<file path="src/rtl/cdr_pkg.sv">
// Shared constants, width helpers and vote encoding for the elastic clock-data-recovery block.
package cdr_pkg;
  localparam int SAMPLES_DEF = 5;
  localparam int DEPTH_DEF   = 41;
  localparam int PREFILL_DEF = DEPTH_DEF / 2;

  function automatic int sel_w(input int samples);
    return $clog2(samples);
  endfunction

  function automatic int lvl_w(input int depth);
    return $clog2(depth + 1);
  endfunction

  typedef enum logic [1:0] {VOTE_NONE, VOTE_UP, VOTE_DOWN} vote_t;
endpackage

</file>
<file path="src/rtl/bit_elastic_fifo.sv">
// Bit-wide elastic FIFO: accepts 0..2 bits per cycle in time order and returns one bit per cycle
// once PREFILL bits have accumulated.
module bit_elastic_fifo import cdr_pkg::*; #(
  parameter int DEPTH   = DEPTH_DEF,
  parameter int PREFILL = DEPTH / 2
) (
  input  logic                    clock,
  input  logic                    reset_n,
  input  logic                    flush,
  input  logic [1:0]              wr_cnt,
  input  logic [1:0]              wr_bits,
  output logic                    data_out,
  output logic                    data_valid,
  output logic [lvl_w(DEPTH)-1:0] level,
  output logic                    underflow,
  output logic                    overflow
);
  localparam int LW = lvl_w(DEPTH);
  localparam int PW = (DEPTH > 1) ? $clog2(DEPTH) : 1;
  localparam logic [LW-1:0] FULL = LW'(DEPTH);
  localparam logic [LW-1:0] PRE  = LW'(PREFILL);

  logic [DEPTH-1:0] mem;
  logic [PW-1:0]    wr_ptr, rd_ptr, wr_ptr_1;
  logic             reading, rd_en, acc0, acc1, ovf_now;
  logic [LW-1:0]    avail, level_next;

  function automatic logic [PW-1:0] ptr_inc(input logic [PW-1:0] p);
    return (p == PW'(DEPTH - 1)) ? '0 : p + 1'b1;
  endfunction

  // Space is judged after this cycle's read; wr_bits[0] is the earlier bit and is placed first.
  always_comb begin
    rd_en      = reading && (level != '0);
    avail      = level - LW'(rd_en);
    acc0       = (wr_cnt != 2'd0) && (avail < FULL);
    acc1       = (wr_cnt == 2'd2) && ((avail + LW'(acc0)) < FULL);
    ovf_now    = ((wr_cnt != 2'd0) && !acc0) || ((wr_cnt == 2'd2) && !acc1);
    level_next = avail + LW'(acc0) + LW'(acc1);
    wr_ptr_1   = ptr_inc(wr_ptr);
  end

  always_ff @(posedge clock) begin
    if (!flush) begin
      if (acc0) mem[wr_ptr]   <= wr_bits[0];
      if (acc1) mem[wr_ptr_1] <= wr_bits[1];
    end
  end

  always_ff @(posedge clock or negedge reset_n) begin
    if (!reset_n) begin
      wr_ptr     <= '0;
      rd_ptr     <= '0;
      level      <= '0;
      reading    <= 1'b0;
      data_out   <= 1'b0;
      data_valid <= 1'b0;
      underflow  <= 1'b0;
      overflow   <= 1'b0;
    end else if (flush) begin
      wr_ptr     <= '0;
      rd_ptr     <= '0;
      level      <= '0;
      reading    <= 1'b0;
      data_valid <= 1'b0;
      underflow  <= 1'b0;
      overflow   <= 1'b0;
    end else begin
      if (acc0) wr_ptr <= acc1 ? ptr_inc(wr_ptr_1) : wr_ptr_1;
      if (rd_en) begin
        data_out <= mem[rd_ptr];
        rd_ptr   <= ptr_inc(rd_ptr);
      end
      data_valid <= rd_en;
      if (reading && !rd_en) underflow <= 1'b1;
      if (ovf_now) overflow <= 1'b1;
      level <= level_next;
      if (level >= PRE) reading <= 1'b1;
    end
  end
endmodule

</file>
<file path="src/rtl/cdr_elastic_recovery.sv">
// Oversampling CDR: picks the eye-centre sample with a vote-filtered phase selector and feeds
// 0/1/2 recovered bits per cycle into an elastic FIFO that returns one bit per cycle.
module cdr_elastic_recovery import cdr_pkg::*; #(
  parameter int SAMPLES     = SAMPLES_DEF,
  parameter int DEPTH       = DEPTH_DEF,
  parameter int PREFILL     = DEPTH / 2,
  parameter int VOTE_LEN    = 4,
  parameter int LOCK_CYCLES = 64
) (
  input  logic                      clock,
  input  logic                      reset_n,
  input  logic                      flush,
  input  logic [SAMPLES-1:0]        samples,
  output logic                      data_out,
  output logic                      data_valid,
  output logic                      locked,
  output logic [sel_w(SAMPLES)-1:0] phase_sel,
  output logic                      add_pulse,
  output logic                      drop_pulse,
  output logic [lvl_w(DEPTH)-1:0]   fifo_level,
  output logic                      underflow,
  output logic                      overflow
);
  localparam int SW  = sel_w(SAMPLES);
  localparam int VW  = $clog2(VOTE_LEN + 1) + 1;
  localparam int LCW = $clog2(LOCK_CYCLES + 1);
  localparam logic [SW-1:0]        SEL_RST  = SW'(SAMPLES / 2);
  localparam logic [SW-1:0]        SEL_MAX  = SW'(SAMPLES - 1);
  localparam logic [SW-1:0]        IDEAL    = SW'((SAMPLES + 1) / 2);
  localparam logic [SW-1:0]        S_CONST  = SW'(SAMPLES);
  localparam logic signed [VW-1:0] ONE      = VW'(1);
  localparam logic signed [VW-1:0] UP_LIM   = VW'(VOTE_LEN - 1);
  localparam logic signed [VW-1:0] DN_LIM   = VW'(1 - VOTE_LEN);
  localparam logic [LCW-1:0]       LOCK_MAX = LCW'(LOCK_CYCLES);

  logic signed [VW-1:0] vote_cnt, vote_cnt_next;
  logic [SW-1:0]        sel_next, edge_idx, rel;
  logic [SAMPLES-1:0]   d;
  logic                 edge_found, prev_last, wrap_up_q, wrap_dn_q;
  logic [LCW-1:0]       lock_cnt, lock_next;
  logic [1:0]           wr_cnt, wr_bits;
  vote_t                vote;

  // Lowest transition wins; rel is the edge position measured from the current sample phase.
  always_comb begin
    d          = samples ^ {samples[SAMPLES-2:0], prev_last};
    edge_found = 1'b0;
    edge_idx   = '0;
    for (int i = SAMPLES - 1; i >= 0; i--) begin
      if (d[i]) begin
        edge_found = 1'b1;
        edge_idx   = SW'(i);
      end
    end
    rel = (edge_idx >= phase_sel) ? edge_idx - phase_sel : edge_idx + S_CONST - phase_sel;
    if (!edge_found)                     vote = VOTE_NONE;
    else if (rel == '0 || rel > IDEAL)   vote = VOTE_UP;
    else if (rel < IDEAL)                vote = VOTE_DOWN;
    else                                 vote = VOTE_NONE;
  end

  always_comb begin
    vote_cnt_next = vote_cnt;
    sel_next      = phase_sel;
    case (vote)
      VOTE_UP: begin
        if (vote_cnt == UP_LIM) begin
          vote_cnt_next = '0;
          sel_next      = (phase_sel == SEL_MAX) ? '0 : phase_sel + 1'b1;
        end else vote_cnt_next = vote_cnt + ONE;
      end
      VOTE_DOWN: begin
        if (vote_cnt == DN_LIM) begin
          vote_cnt_next = '0;
          sel_next      = (phase_sel == '0) ? SEL_MAX : phase_sel - 1'b1;
        end else vote_cnt_next = vote_cnt - ONE;
      end
      default: ;
    endcase
    if (sel_next != phase_sel)   lock_next = '0;
    else if (lock_cnt == LOCK_MAX) lock_next = lock_cnt;
    else                         lock_next = lock_cnt + 1'b1;
  end

  // After a down-wrap the previous cycle's last sample was never taken, so it goes in first.
  always_comb begin
    if (wrap_up_q) begin
      wr_cnt  = 2'd0;
      wr_bits = 2'b00;
    end else if (wrap_dn_q) begin
      wr_cnt  = 2'd2;
      wr_bits = {samples[phase_sel], prev_last};
    end else begin
      wr_cnt  = 2'd1;
      wr_bits = {1'b0, samples[phase_sel]};
    end
  end

  always_ff @(posedge clock or negedge reset_n) begin
    if (!reset_n) begin
      phase_sel  <= SEL_RST;
      vote_cnt   <= '0;
      prev_last  <= 1'b0;
      lock_cnt   <= '0;
      locked     <= 1'b0;
      wrap_up_q  <= 1'b0;
      wrap_dn_q  <= 1'b0;
      add_pulse  <= 1'b0;
      drop_pulse <= 1'b0;
    end else begin
      phase_sel  <= sel_next;
      vote_cnt   <= vote_cnt_next;
      prev_last  <= samples[SAMPLES-1];
      lock_cnt   <= lock_next;
      locked     <= (lock_next == LOCK_MAX);
      wrap_up_q  <= (phase_sel == SEL_MAX) && (sel_next == '0);
      wrap_dn_q  <= (phase_sel == '0) && (sel_next == SEL_MAX);
      add_pulse  <= wrap_dn_q;
      drop_pulse <= wrap_up_q;
    end
  end

  // data_valid qualifies data_out each cycle; the stream has no backpressure.
  bit_elastic_fifo #(.DEPTH(DEPTH), .PREFILL(PREFILL)) u_fifo (
    .clock      (clock),
    .reset_n    (reset_n),
    .flush      (flush),
    .wr_cnt     (wr_cnt),
    .wr_bits    (wr_bits),
    .data_out   (data_out),
    .data_valid (data_valid),
    .level      (fifo_level),
    .underflow  (underflow),
    .overflow   (overflow)
  );
endmodule
</file>
<file path="config.mk">
export PLATFORM = sky130hd
export DESIGN_NAME = cdr_elastic_recovery
export DESIGN_NICKNAME = d
export VERILOG_FILES = /design/src/rtl/cdr_pkg.sv /design/src/rtl/bit_elastic_fifo.sv /design/src/rtl/cdr_elastic_recovery.sv
export SDC_FILE = /design/constraint.sdc
export NUM_CORES = 1
export LEC_CHECK = 0
export CAP_MARGIN = 25
export CORE_ASPECT_RATIO = 0.9
export CORE_MARGIN = 10
export CORE_UTILIZATION = 46
export CTS_CLUSTER_SIZE = 12
export DETAILED_ROUTE_END_ITERATION = 16
export GPL_TIMING_DRIVEN = 0
export PLACE_DENSITY_LB_ADDON = 0.3
export SLEW_MARGIN = 20
export SYNTH_ARGS = -nofsm -noshare
export SYNTH_HDL_FRONTEND = slang
export SYNTH_SLANG_ARGS = --single-unit
export TNS_END_PERCENT = 30
</file>
<file path="constraint.sdc">
create_clock -name clock -period 9.3 [get_ports clock]
set_clock_uncertainty 0.15 [all_clocks]
set_input_delay 1.395 -clock clock [delete_from_list [all_inputs] [get_ports clock]]
set_output_delay 1.395 -clock clock [all_outputs]
set_load 0.05 [all_outputs]
</file>
==> run_results.csv <==
group,metric,value,unit
status,status,"finished, final reports clean",
final_layout,fill_cells,1224,
critical_path,cpMostUsedCell,"ha_1",
clock_network,cts_buffer_depth,2,
critical_path,cp-end-kind,"register",
final_layout,drive_above_1_share,0.0904,
sta,post-route-period-util,0.681,
sta,fmax,158,MHz
critical_path,rr_startpoint,"u_fifo.level[2]",
job,maxCapViolations,0,
logic_synthesis,yosysWarnings,0,
logic_synthesis,synth_top_area_share,0.195,
critical_path,cp.arrival,6.39,ns
place,dp_hpwl,11300,um
min_path,hp-class,"register to register",
grt,grtUsageTotal,0.171,
routing,dr.pass1.iters,5,
die,rows,40,
critical_path,worst_path_max_delay_cell,"dfrtp_1",
logic_synthesis,synthArstFlopShare,0.512,
logic_synthesis,synthTopCellsByCount,"nor2_1 (96), mux2i_1 (91), nand2_1 (79)",
routing,drcViolationCount,0,
logic_synthesis,ys_types,75,
sta,hold_slack,0.282,ns
critical_path,crit_path_start_kind,"register",
final_layout,area_growth,12.5,%
place,place.gp.congestion,0.883,
logic_synthesis,synthTopCellsByArea,"edfxtp_1 (20%), dfrtp_1 (17%), mux2i_1 (14%)",
logic_synthesis,synth_top_area_cell,"edfxtp_1",
clock_network,cts-root-buf,"clkbuf_16",
logic_synthesis,synthFlopType,"dfrtp_1",
pwr,clock_power_share,0.218,
routing,antenna_left,0,
logic_synthesis,synth_nets,705,
critical_path,cp_top_family,"simple AND/OR/NAND/NOR gates",
clock_network,cts_sinks,84,
grt,grt_max_degree,34,
die,pin_count,24,
pwr,p_seq_frac,0.292,
min_path,worstHoldPathCells,0,
sta,setup_viol_count_final,0,
final_layout,fin_cells,876,
grt,antenna_found_initial,0,
final_layout,diodes,0,
routing,drt-wirelength-per-cell,17.8,um
routing,via_count,5129,
logic_synthesis,synth.most_common_cell,"nor2_1",
clock_network,clk_latency,0.34,ns
pwr,p_leak,2.87,nW
die,initial_utilization,0.470,
logic_synthesis,ys_ff_latch,84,
sta,rsz0062_at_grt,"no",
critical_path,crit_buf_inv,3,
pwr,p_sw_frac,0.435,
clock_network,post_cts_resized,0,
logic_synthesis,syn_area,6310,um2
clock_network,clk_pin_slew,0.06,ns
final_layout,seqCellArea,2310,um2
grt,grt_pass1_wl,25700,um
pwr,p_switching,765,uW
final_layout,multi_input_area,3750,um2
final_layout,nets,741,
critical_path,timing.rr.end,"u_fifo.level[5]",
logic_synthesis,avgSynthCellArea,9.46,um2
die,die_area,18800,um2
place,io_buffers,22,
sta,fin_crit,6.33,ns
die,die_height,131,um
min_path,min_to,"add_pulse",
pwr,power_density,248,nW/um2
logic_synthesis,syn_inst,667,
critical_path,slowest_delay,0.45,ns
place,dp_cells,859,
clock_network,htreeDepth,3,
critical_path,cp.depth,27,
pwr,p_total,1.76,mW
routing,routed_via_density,5.86,
clock_network,cts_setup_buffers,0,
critical_path,required,9.36,ns
critical_path,path_max_fanout,10,
critical_path,rrSetupSlack,2.97,ns
clock_network,cts_hold_buf,0,
sta,max-slew-margin-rel,0.339,
die,die_x,143,um
routing,drt_iter0_markers,430,
sta,fin_setup_tns,0,ns
pwr,comb_power_share,0.490,
critical_path,path_class,"register to register",
critical_path,r2r_cells,27,
grt,gr-total-overflow,0,
sta,hold_viol_final,0,
grt,first_global_vias,4967,
routing,wl,15600,um
clock_network,numCtsBuffers,9,
sta,drv_slew,0,
pwr,ir_drop,0.000229,V
logic_synthesis,synth_edf_count,41,
min_path,min_from,"wrap_dn_q",
clock_network,cts_tree,"done",
sta,max_slew.worst_pin.slew,0.984,ns
logic_synthesis,ys_seq_area_frac,0.366,
pwr,intPower,992,uW
die,core-area,13400,um2
## worst max-delay path by stage
stage	slack, ns	startpoint	endpoint
6_report	2.97	u_fifo.level[2]	u_fifo.level[5]
3_3_place_gp	3.12	u_fifo.level[4]	u_fifo.level[5]
5_1_grt	2.50	u_fifo.level[2]	u_fifo.level[5]
3_5_place_dp	3.02	u_fifo.level[2]	u_fifo.level[5]
4_1_cts	2.99	u_fifo.level[4]	u_fifo.level[5]
2_1_floorplan	3.48	u_fifo.level[4]	u_fifo.level[5]
## metal layers
metal / global-route usage / wire [um] / up-vias
met3: 0.0353 / 1040 / 23
met5: 0 / 0 / -
met2: 0.271 / 7130 / 161
li1: - / - / 2449
met4: 0.0546 / 276 / 0
met1: 0.230 / 7170 / 2496
## layout make-up
type	instances	share of cell area
Sequential cell	84	0.325
Tap cell	168	0.0296
Clock inverter	5	0.0109
Timing Repair Buffer	25	0.0367
Inverter	32	0.0169
Multi-Input combinational cell	519	0.528
Clock buffer	11	0.0328
Buffer	32	0.0196
## layout by cell type (no fill, tap or decap), types with 9 or more instances in the layout
| cell type | n |
|---|---|
| edfxtp_1 | 41 |
| clkbuf_1 | 27 |
| ha_1 | 29 |
| nor2_1 | 96 |
| mux2i_1 | 91 |
| nand3_1 | 25 |
| clkbuf_16 | 9 |
| nor3_1 | 12 |
| nand2b_1 | 9 |
| nand2_1 | 79 |
| clkdlybuf4s50_1 | 21 |
| o21ai_0 | 23 |
| dfrtp_1 | 42 |
| inv_1 | 31 |
| xor2_1 | 9 |
| a21oi_1 | 22 |
| mux4_2 | 12 |
| xnor2_1 | 17 |
## state kept, by name (all words and copies together) (netlist names)
name,count
locked,1
vote_cnt,4
u_fifo.reading,1
wrap_dn_q,1
u_fifo.overflow,1
u_fifo.level,6
u_fifo.rd_ptr,6
u_fifo.wr_ptr,6
phase_sel,3
add_pulse,1
drop_pulse,1
u_fifo.underflow,1
prev_last,1
wrap_up_q,1
u_fifo.data_valid,1
lock_cnt,7
u_fifo.mem,41
u_fifo.data_out,1
## power by group through the flow
stage,clock network (mW),registers [mW],logic [mW]
2_1_floorplan,0,0.555,0.569
3_3_place_gp,0,0.515,0.819
3_5_place_dp,0,0.518,0.847
4_1_cts,0.388,0.512,0.852
5_1_grt,0.405,0.521,0.953
6_report,0.383,0.512,0.861
## cell families (layout without fill, tap and decap cells)
group | Yosys count | in the layout | synth area share
buffers and inverters | 64 | 105 | 0.0411
multiplexers | 103 | 103 | 0.187
AND/OR/NAND/NOR | 267 | 267 | 0.206
AO/OA/AOI/OAI | 91 | 91 | 0.0956
adder cells (fa/ha/maj) | 30 | 30 | 0.0607
flip-flops | 84 | 84 | 0.366
XOR/XNOR | 28 | 28 | 0.0430
## metrics by stage
step	instance area (um2)	worst slack [ns]	util
after floorplan	6310	3.48	-
after global placement	6740	3.12	0.502
after detailed placement	6770	3.02	0.505
after CTS	7080	2.99	0.528
after global routing	7090	2.50	0.529
final	7090	2.97	0.529
Note: power is estimated with default switching activity, not from simulation.
